## src/rtl/fwd_pkg.sv

```systemverilog
// Shared types and constants for the decode-stage forwarding scoreboard.
// Entry struct is sized for the widest supported register address and latency.
package fwd_pkg;

  localparam int MAX_AW       = 8;
  localparam int LAT_W        = 6;
  localparam int SRC_RF       = 0;
  localparam int DEF_ALU_LAT  = 1;
  localparam int DEF_LOAD_LAT = 2;

  typedef struct packed {
    logic              valid;
    logic [MAX_AW-1:0] rd;
    logic [LAT_W-1:0]  lat;
  } fwd_entry_t;

  // Encodes 0 (register file) plus stages 1..depth.
  function automatic int sel_width(input int depth);
    return $clog2(depth + 1);
  endfunction

endpackage

```

## src/rtl/fwd_port_match.sv

```systemverilog
// One read port's youngest-first match over all in-flight entries; combinational, no latency.
// A younger not-yet-ready producer stalls even when an older ready one exists.
module fwd_port_match
  import fwd_pkg::*;
#(
  parameter int DEPTH  = 3,
  parameter int REG_AW = 5,
  parameter int SELW   = 2
) (
  input  fwd_entry_t [DEPTH-1:0] ent_i,
  input  logic [REG_AW-1:0]      addr_i,
  input  logic                   used_i,
  output logic [SELW-1:0]        sel_o,
  output logic                   stall_o
);

  logic [MAX_AW-1:0] addr_ext;
  logic              active;

  assign addr_ext = MAX_AW'(addr_i);
  assign active   = used_i && (addr_i != '0);

  // Scan oldest to youngest so the youngest match overrides.
  always_comb begin
    sel_o   = SELW'(SRC_RF);
    stall_o = 1'b0;
    for (int k = DEPTH - 1; k >= 0; k--) begin
      if (active && ent_i[k].valid && (ent_i[k].rd == addr_ext)) begin
        if ((k + 1) >= int'(ent_i[k].lat)) begin
          sel_o   = SELW'(k + 1);
          stall_o = 1'b0;
        end else begin
          sel_o   = SELW'(SRC_RF);
          stall_o = 1'b1;
        end
      end
    end
  end

endmodule

```

## src/rtl/fwd_scoreboard.sv

```systemverilog
// Forwarding/hazard scoreboard: per-port source select and load-use stall, combinational from state.
// Entries shift every cycle; a stall or flush inserts a bubble at stage 1 instead of freezing.
module fwd_scoreboard
  import fwd_pkg::*;
#(
  parameter int NUM_RD   = 2,
  parameter int REG_AW   = 5,
  parameter int DEPTH    = 3,
  parameter int ALU_LAT  = DEF_ALU_LAT,
  parameter int LOAD_LAT = DEF_LOAD_LAT,
  localparam int SELW    = sel_width(DEPTH)
) (
  input  logic                     clk,
  input  logic                     rst,
  input  logic                     issue_valid,
  input  logic [REG_AW-1:0]        issue_rd,
  input  logic                     issue_regwrite,
  input  logic                     issue_is_load,
  input  logic                     flush,
  input  logic [NUM_RD*REG_AW-1:0] rd_addr,
  input  logic [NUM_RD-1:0]        rd_used,
  output logic [NUM_RD*SELW-1:0]   fwd_sel,
  output logic                     stall,
  output logic                     busy,
  output logic [15:0]              stall_cnt
);

  fwd_entry_t [DEPTH-1:0] ent_q, ent_d;
  logic [15:0]            cnt_q, cnt_d;
  logic [NUM_RD-1:0]      port_stall;
  logic                   recordable;

  for (genvar p = 0; p < NUM_RD; p++) begin : g_port
    fwd_port_match #(
      .DEPTH (DEPTH),
      .REG_AW(REG_AW),
      .SELW  (SELW)
    ) u_match (
      .ent_i  (ent_q),
      .addr_i (rd_addr[p*REG_AW +: REG_AW]),
      .used_i (rd_used[p]),
      .sel_o  (fwd_sel[p*SELW +: SELW]),
      .stall_o(port_stall[p])
    );
  end

  assign stall      = (|port_stall) && issue_valid && !flush;
  assign recordable = issue_valid && issue_regwrite && (issue_rd != '0);

  always_comb begin
    ent_d = '0;
    for (int k = DEPTH - 1; k >= 1; k--) begin
      ent_d[k] = ent_q[k-1];
    end
    if (recordable && !stall && !flush) begin
      ent_d[0].valid = 1'b1;
      ent_d[0].rd    = MAX_AW'(issue_rd);
      ent_d[0].lat   = issue_is_load ? LAT_W'(LOAD_LAT) : LAT_W'(ALU_LAT);
    end
  end

  assign cnt_d = (stall && (cnt_q != 16'hFFFF)) ? cnt_q + 16'd1 : cnt_q;

  always_comb begin
    busy = 1'b0;
    for (int k = 0; k < DEPTH; k++) begin
      busy = busy | ent_q[k].valid;
    end
  end

  assign stall_cnt = cnt_q;

  always_ff @(posedge clk or posedge rst) begin
    if (rst) begin
      ent_q <= '0;
      cnt_q <= '0;
    end else begin
      ent_q <= ent_d;
      cnt_q <= cnt_d;
    end
  end

endmodule

```

## config.mk

```make
export PLATFORM = sky130hd
export DESIGN_NAME = fwd_scoreboard
export DESIGN_NICKNAME = d
export VERILOG_FILES = /design/src/rtl/fwd_pkg.sv /design/src/rtl/fwd_port_match.sv /design/src/rtl/fwd_scoreboard.sv
export SDC_FILE = /design/constraint.sdc
export NUM_CORES = 1
export LEC_CHECK = 0
export ABC_AREA = 1
export CAP_MARGIN = 30
export CORE_MARGIN = 2
export CORE_UTILIZATION = 38
export CTS_CLUSTER_SIZE = 10
export DETAILED_ROUTE_END_ITERATION = 10
export PLACE_DENSITY = 0.6
export RECOVER_POWER = 50
export SYNTH_ARGS = -nofsm -noshare
export SYNTH_HDL_FRONTEND = slang
export SYNTH_SLANG_ARGS = --single-unit
```

## constraint.sdc

```tcl
create_clock -name clk -period 5 [get_ports clk]
set_input_delay 0.75 -clock clk [delete_from_list [all_inputs] [get_ports clk]]
set_output_delay 0.75 -clock clk [all_outputs]
set_load 0.005 [all_outputs]
```

== Yosys cells after proc, flatten, opt, wreduce, memory -nomap -nowiden ==
Index checks and enable logic that the tools add are counted.
Word-level totals
  register bits after elaboration: 61
Operators by class
  bitwise gates (word level): 2
  eq/ne operators: 7
  order comparisons: 3
  add/subtract/negate cells: 1
  reduce and logical (&&, ||, !) cells: 27
  muxes and demuxes: 20
Operators with widths (number)
  8-bit by 5-bit == test with 1-bit output: 6
  1-bit logical AND: 21
  2-bit 2-to-1 mux: 9
  16-bit by 1-bit adder with 16-bit output, second input constant: 1
  16-bit != test, second input constant: 1
  15-bit 2-to-1 mux: 1
  5-bit nonzero test: 3
  2-bit by 6-bit greater-or-equal comparator with 1-bit output, first input constant: 2
  1-bit 2-to-1 mux: 10
  1-bit by 6-bit greater-or-equal comparator with 1-bit output, first input constant: 1
  1-bit zero test: 2
  1-bit OR: 2
  2-bit OR reduction: 1

== Logic depth before layout (Yosys ltp) ==
  depth after elaboration: 14
  depth in mapped cells: 14
  mapped depth without buffers: 13

== Modules after synthesis ==
A second synthesis with hierarchy kept.
Unflattened totals
  cells, all modules: 415
  area total of the unflattened synthesis: 2727.6 um^2
By module, submodules not included
  fwd_scoreboard: times used 1, area each 1731.7 um^2, seq. area each 1001.0 um^2, cells each 189
  fwd_port_match: times used 2, area each 498.0 um^2, seq. area each 0.0 um^2, cells each 113

== Worst setup path after synthesis ==
No wires, ideal clock.
  path type: input to output
  start: input rd_addr[6]
  end: output stall
  data required time: 4250 ps
  data arrival time: 1574 ps
  stages: 8
  setup slack: 2676 ps
  cell sequence: inv_1 nand2_1 nand3_1 nor3_2 nand2_1 nand2_1 nand2_2 a21boi_0
On the way
  cells in the longest elaborated chain, start to end: 10
  elaborated cells between the ends (all ways): 17
  those cells by class: eq/ne (3); mux (3); reduce/logical (11)
RTL lines
  start: declaration: RTL line fwd_scoreboard.sv:20  | input logic [NUM_RD*REG_AW-1:0] rd_addr,
  5-bit nonzero test: RTL line fwd_port_match.sv:21  | assign active = used_i && (addr_i != '0);
  1-bit logical AND: RTL line fwd_port_match.sv:21
  1-bit logical AND (2 in a row): RTL line fwd_port_match.sv:28  | if (active && ent_i[k].valid && (ent_i[k].rd == addr_ext)) begin
  1-bit 2-to-1 mux (2 in a row): RTL line fwd_port_match.sv:28
  1-bit 2-to-1 mux *: RTL line fwd_port_match.sv:28
  2-bit OR reduction *: RTL line fwd_scoreboard.sv:47  | assign stall = (|port_stall) && issue_valid && !flush;
  1-bit logical AND * (2 in a row): RTL line fwd_scoreboard.sv:47
  end: declaration: RTL line fwd_scoreboard.sv:23  | output logic stall,
Mark *: on every way between the ends. The rest lies on a longest branch, timed or not.

== Worst setup path after layout ==
Same ends and word-level chain as after synthesis.

==> flow_summary_export.csv <==
group,metric,value,unit
min_path,hold_end,"ent_d[30]",
worst_setup_path,critPathBufInv,3,
final_layout,finalNetCount,370,
final_layout,fillerInstances,558,
final_layout,n_antenna_cell,0,
global_routing,antenna_found_initial,0,
floorplanning,rows,27,
timing,slew_viol_final,39,
timing,rsz0062_at_grt,"no",
yosys,synthAdderAreaFrac,0.560,%
final_layout,final_util,50.3,%
timing,relSlewSlack,-31.9,%
job,maxCapViolCount,1,
yosys,yosys_warnings,0,
drt,post_drt_wl_per_cell,12.8,um
worst_setup_path,cpPeakStageDelay,0.54,ns
final_layout,final_cell_count_no_fill,419,
worst_setup_path,crit_family,"buffers and inverters",
outcome,violations,"capacitance limit, slew limit",
floorplanning,io_pins,45,
drt,dr.pass1.iters,4,
drt,drc_errors,0,
yosys,syn_nets,323,
pwr,power.density,210,mW/mm^2
worst_setup_path,crit_path_end_kind,"output port",
outcome,outcome,"finished with violations",
yosys,yosys-mux-area-fraction,0,%
timing,setup_viol,0,
timing,period_share,71.4,%
min_path,hold_depth,0,
drt,dr.first_iter.drc_count,164,
cts,cts_root_buffer,"clkbuf_8",
worst_setup_path,arrival,2.82,ns
placed_design,dpl_cell_area,0.00274,mm^2
global_routing,gr-total-overflow,0,
placed_design,dp.cells,411,
cts,post_cts_buffers,0,
yosys,synth_xor_area_share,7.05,%
placed_design,dp_slack,1.42,ns
yosys,synth.top_cell.area_share,42.6,%
timing,clock_skew,0.00842,ns
drt,num_vias,2067,
yosys,netlist-cell-type-count,33,
placed_design,gp_congestion,0.860,
worst_setup_path,critPathLaunchType,"input port",
floorplanning,die_area,0.00651,mm^2
timing,layout_setup_ws,1.43,ns
floorplanning,fp.dieH,80.7,um
cts,cts_tree,"done",
drt,wl,5.37,mm
worst_setup_path,crit_fanout,5,
drt,drtAntennaViolNets,0,
global_routing,grt_util_all_layers,18.2,%
cts,htreeDepth,2,
pwr,p_leak,1.37,nW
worst_setup_path,cp.required,4.25,ns
final_layout,drive_gt1_share,6.34,%
yosys,syn_inst,299,
worst_setup_path,cp_slowest_cell,"clkdlybuf4s50_1",
worst_setup_path,worstReg2RegStart,"stall_cnt[0]",
timing,timing.hold.ws,0.352,ns
worst_setup_path,r2r_end,"stall_cnt[0]",
cts,cts_buffers,5,
cts,clock_sinks,38,
pwr,total_power,592,uW
yosys,synth_top_area_cell,"dfrtp_1",
worst_setup_path,crit_top_cell,"nand2_1",
min_path,hp-start,"ent_d[15]",
timing,fmax,280,MHz
global_routing,grt_pass1_wl,9.03,mm
timing,hold_violations,0,
yosys,synth_top_family_by_area,"simple AND/OR/NAND/NOR gates",
cts,clock_latency,0.29,ns
min_path,hold_class,"register to register",
yosys,syn_area_per_cell,7.47,um^2
yosys,yosysSeqAreaShare,42.6,%
placed_design,portBuffers,44,
floorplanning,initial_core_util,39.8,%
yosys,ys_top_cells_by_area,"dfrtp_1 (43%), nand2_1 (14%), inv_1 (6.9%), nand4_1 (5.9%), xor2_1 (5.1%)",
yosys,syn_area,0.00223,mm^2
yosys,synthSimpleGateAreaFrac,34.9,%
final_layout,syn_to_final_growth,26.2,%
placed_design,hpwl,4.09,mm
cts,hold_buffers,0,
timing,setup_tns,0,ns
final_layout,stdcell_area,0.00282,mm^2
cts,cts.path.max_buffers,2,
pwr,peakVddDrop,96.0,uV
worst_setup_path,crit_path_cell_trace,"clkdlybuf4s50_1 -> inv_1 -> nand2_1 -> nand3_1 -> nor3_2 -> nand2_1 -> nand2_1 -> nand2_2 -> a21boi_0 -> clkdlybuf4s50_1",
global_routing,grt_max_degree,39,
worst_setup_path,r2r_cells,7,
drt,via_per_inst,4.93,
timing,tightest_slew,1.98,ns
yosys,ys_ff_latch,38,
floorplanning,die_w,80.7,um
worst_setup_path,critPathKind,"input port to output port",
cts,clk_pin_slew,0.07,ns
global_routing,first_global_vias,1910,
worst_setup_path,r2r_slack,2.63,ns
yosys,synth_compound_area_share,5.15,%
timing,finalCriticalPeriod,3.57,ns
cts,post_cts_resized,0,
floorplanning,core,0.00561,mm^2
[state kept, by name, summed over array words and instances (netlist names)]
| register | count |
|---|---|
| ent_d | 16 |
| ent_q | 6 |
| stall_cnt | 16 |
[kinds of logic (layout without fill, tap and decap cells)]
logic type / Yosys count / after routing
flops: 38 / 38
xor+xnor: 18 / 18
simple gates: 170 / 170
fa+ha+maj: 1 / 1
buf+inv: 53 / 101
compound gates: 19 / 19
[routing by layer]
layer | track usage, % | wire length (um)
met5 | 0 | 0
met1 | 27.3 | 2830
met4 | 4.75 | 57
met3 | 3.82 | 219
met2 | 26.4 | 2260
[layout by cell type (no fill, tap or decap), drive strengths merged]
cell / count
a21boi: 1
nor2: 28
ha: 1
xor2: 13
clkdlybuf4s50: 43
nor4: 2
inv: 47
clkbuf: 7
nand4: 21
nand3: 23
nor3b: 1
a221oi: 1
o22ai: 1
buf: 1
clkinv: 2
o2111ai: 1
a22oi: 1
o311ai: 1
xnor2: 5
o21ai: 7
nand2: 86
a21oi: 5
a211oi: 1
nor3: 8
dfrtp: 38
nand3b: 1
dlygate4sd3: 1
[Yosys cell counts, drive strengths merged]
cell	n
a21boi	1
a21oi	5
o21ai	7
nor3b	1
clkbuf	2
nand3	23
xnor2	5
nor4	2
o311ai	1
a22oi	1
buf	4
a221oi	1
nand3b	1
o2111ai	1
o22ai	1
xor2	13
nor2	28
a211oi	1
ha	1
inv	47
nand2	86
dfrtp	38
nor3	8
nand4	21
[worst reg2reg max path, cell delays in order, from the launching register on]
cell and delay, ns:
dfrtp_1 0.45, ha_1 0.22, nand3_1 0.16, nor2_1 0.28, nand4_1 0.60, nand3_2 0.46
nand2_1 0.08, nand2_1 0.07
[power breakdown]
group,switching (mW),internal [mW],total (mW)
Sequential,0.00497,0.312,0.317
Clock,0.111,0.0984,0.210
Combinational,0.0358,0.0295,0.0653
[worst max-delay path by stage]
stage               start         end  slack [ns]  cells after the start
2_1_floorplan  rd_addr[6]       stall        2.68                      8
3_3_place_gp   rd_addr[7]  fwd_sel[2]        1.35                      7
3_5_place_dp   rd_addr[7]  fwd_sel[2]        1.42                      7
4_1_cts        rd_addr[6]       stall        1.39                     10
5_1_grt        rd_addr[6]       stall        1.20                     10
6_report       rd_addr[6]       stall        1.43                     10
[final cells by class]
cell class | instances | area [um^2] | area share, %
clock buffers | 6 | 72.6 | 2.57
inverters | 47 | 176 | 6.26
well taps | 72 | 90.1 | 3.19
multi-input cells | 208 | 1060 | 37.8
clock inverters | 2 | 13.8 | 0.488
flip-flops and latches | 38 | 951 | 33.7
repair buffers | 46 | 452 | 16.0
(Power assumes the default switching activity.)
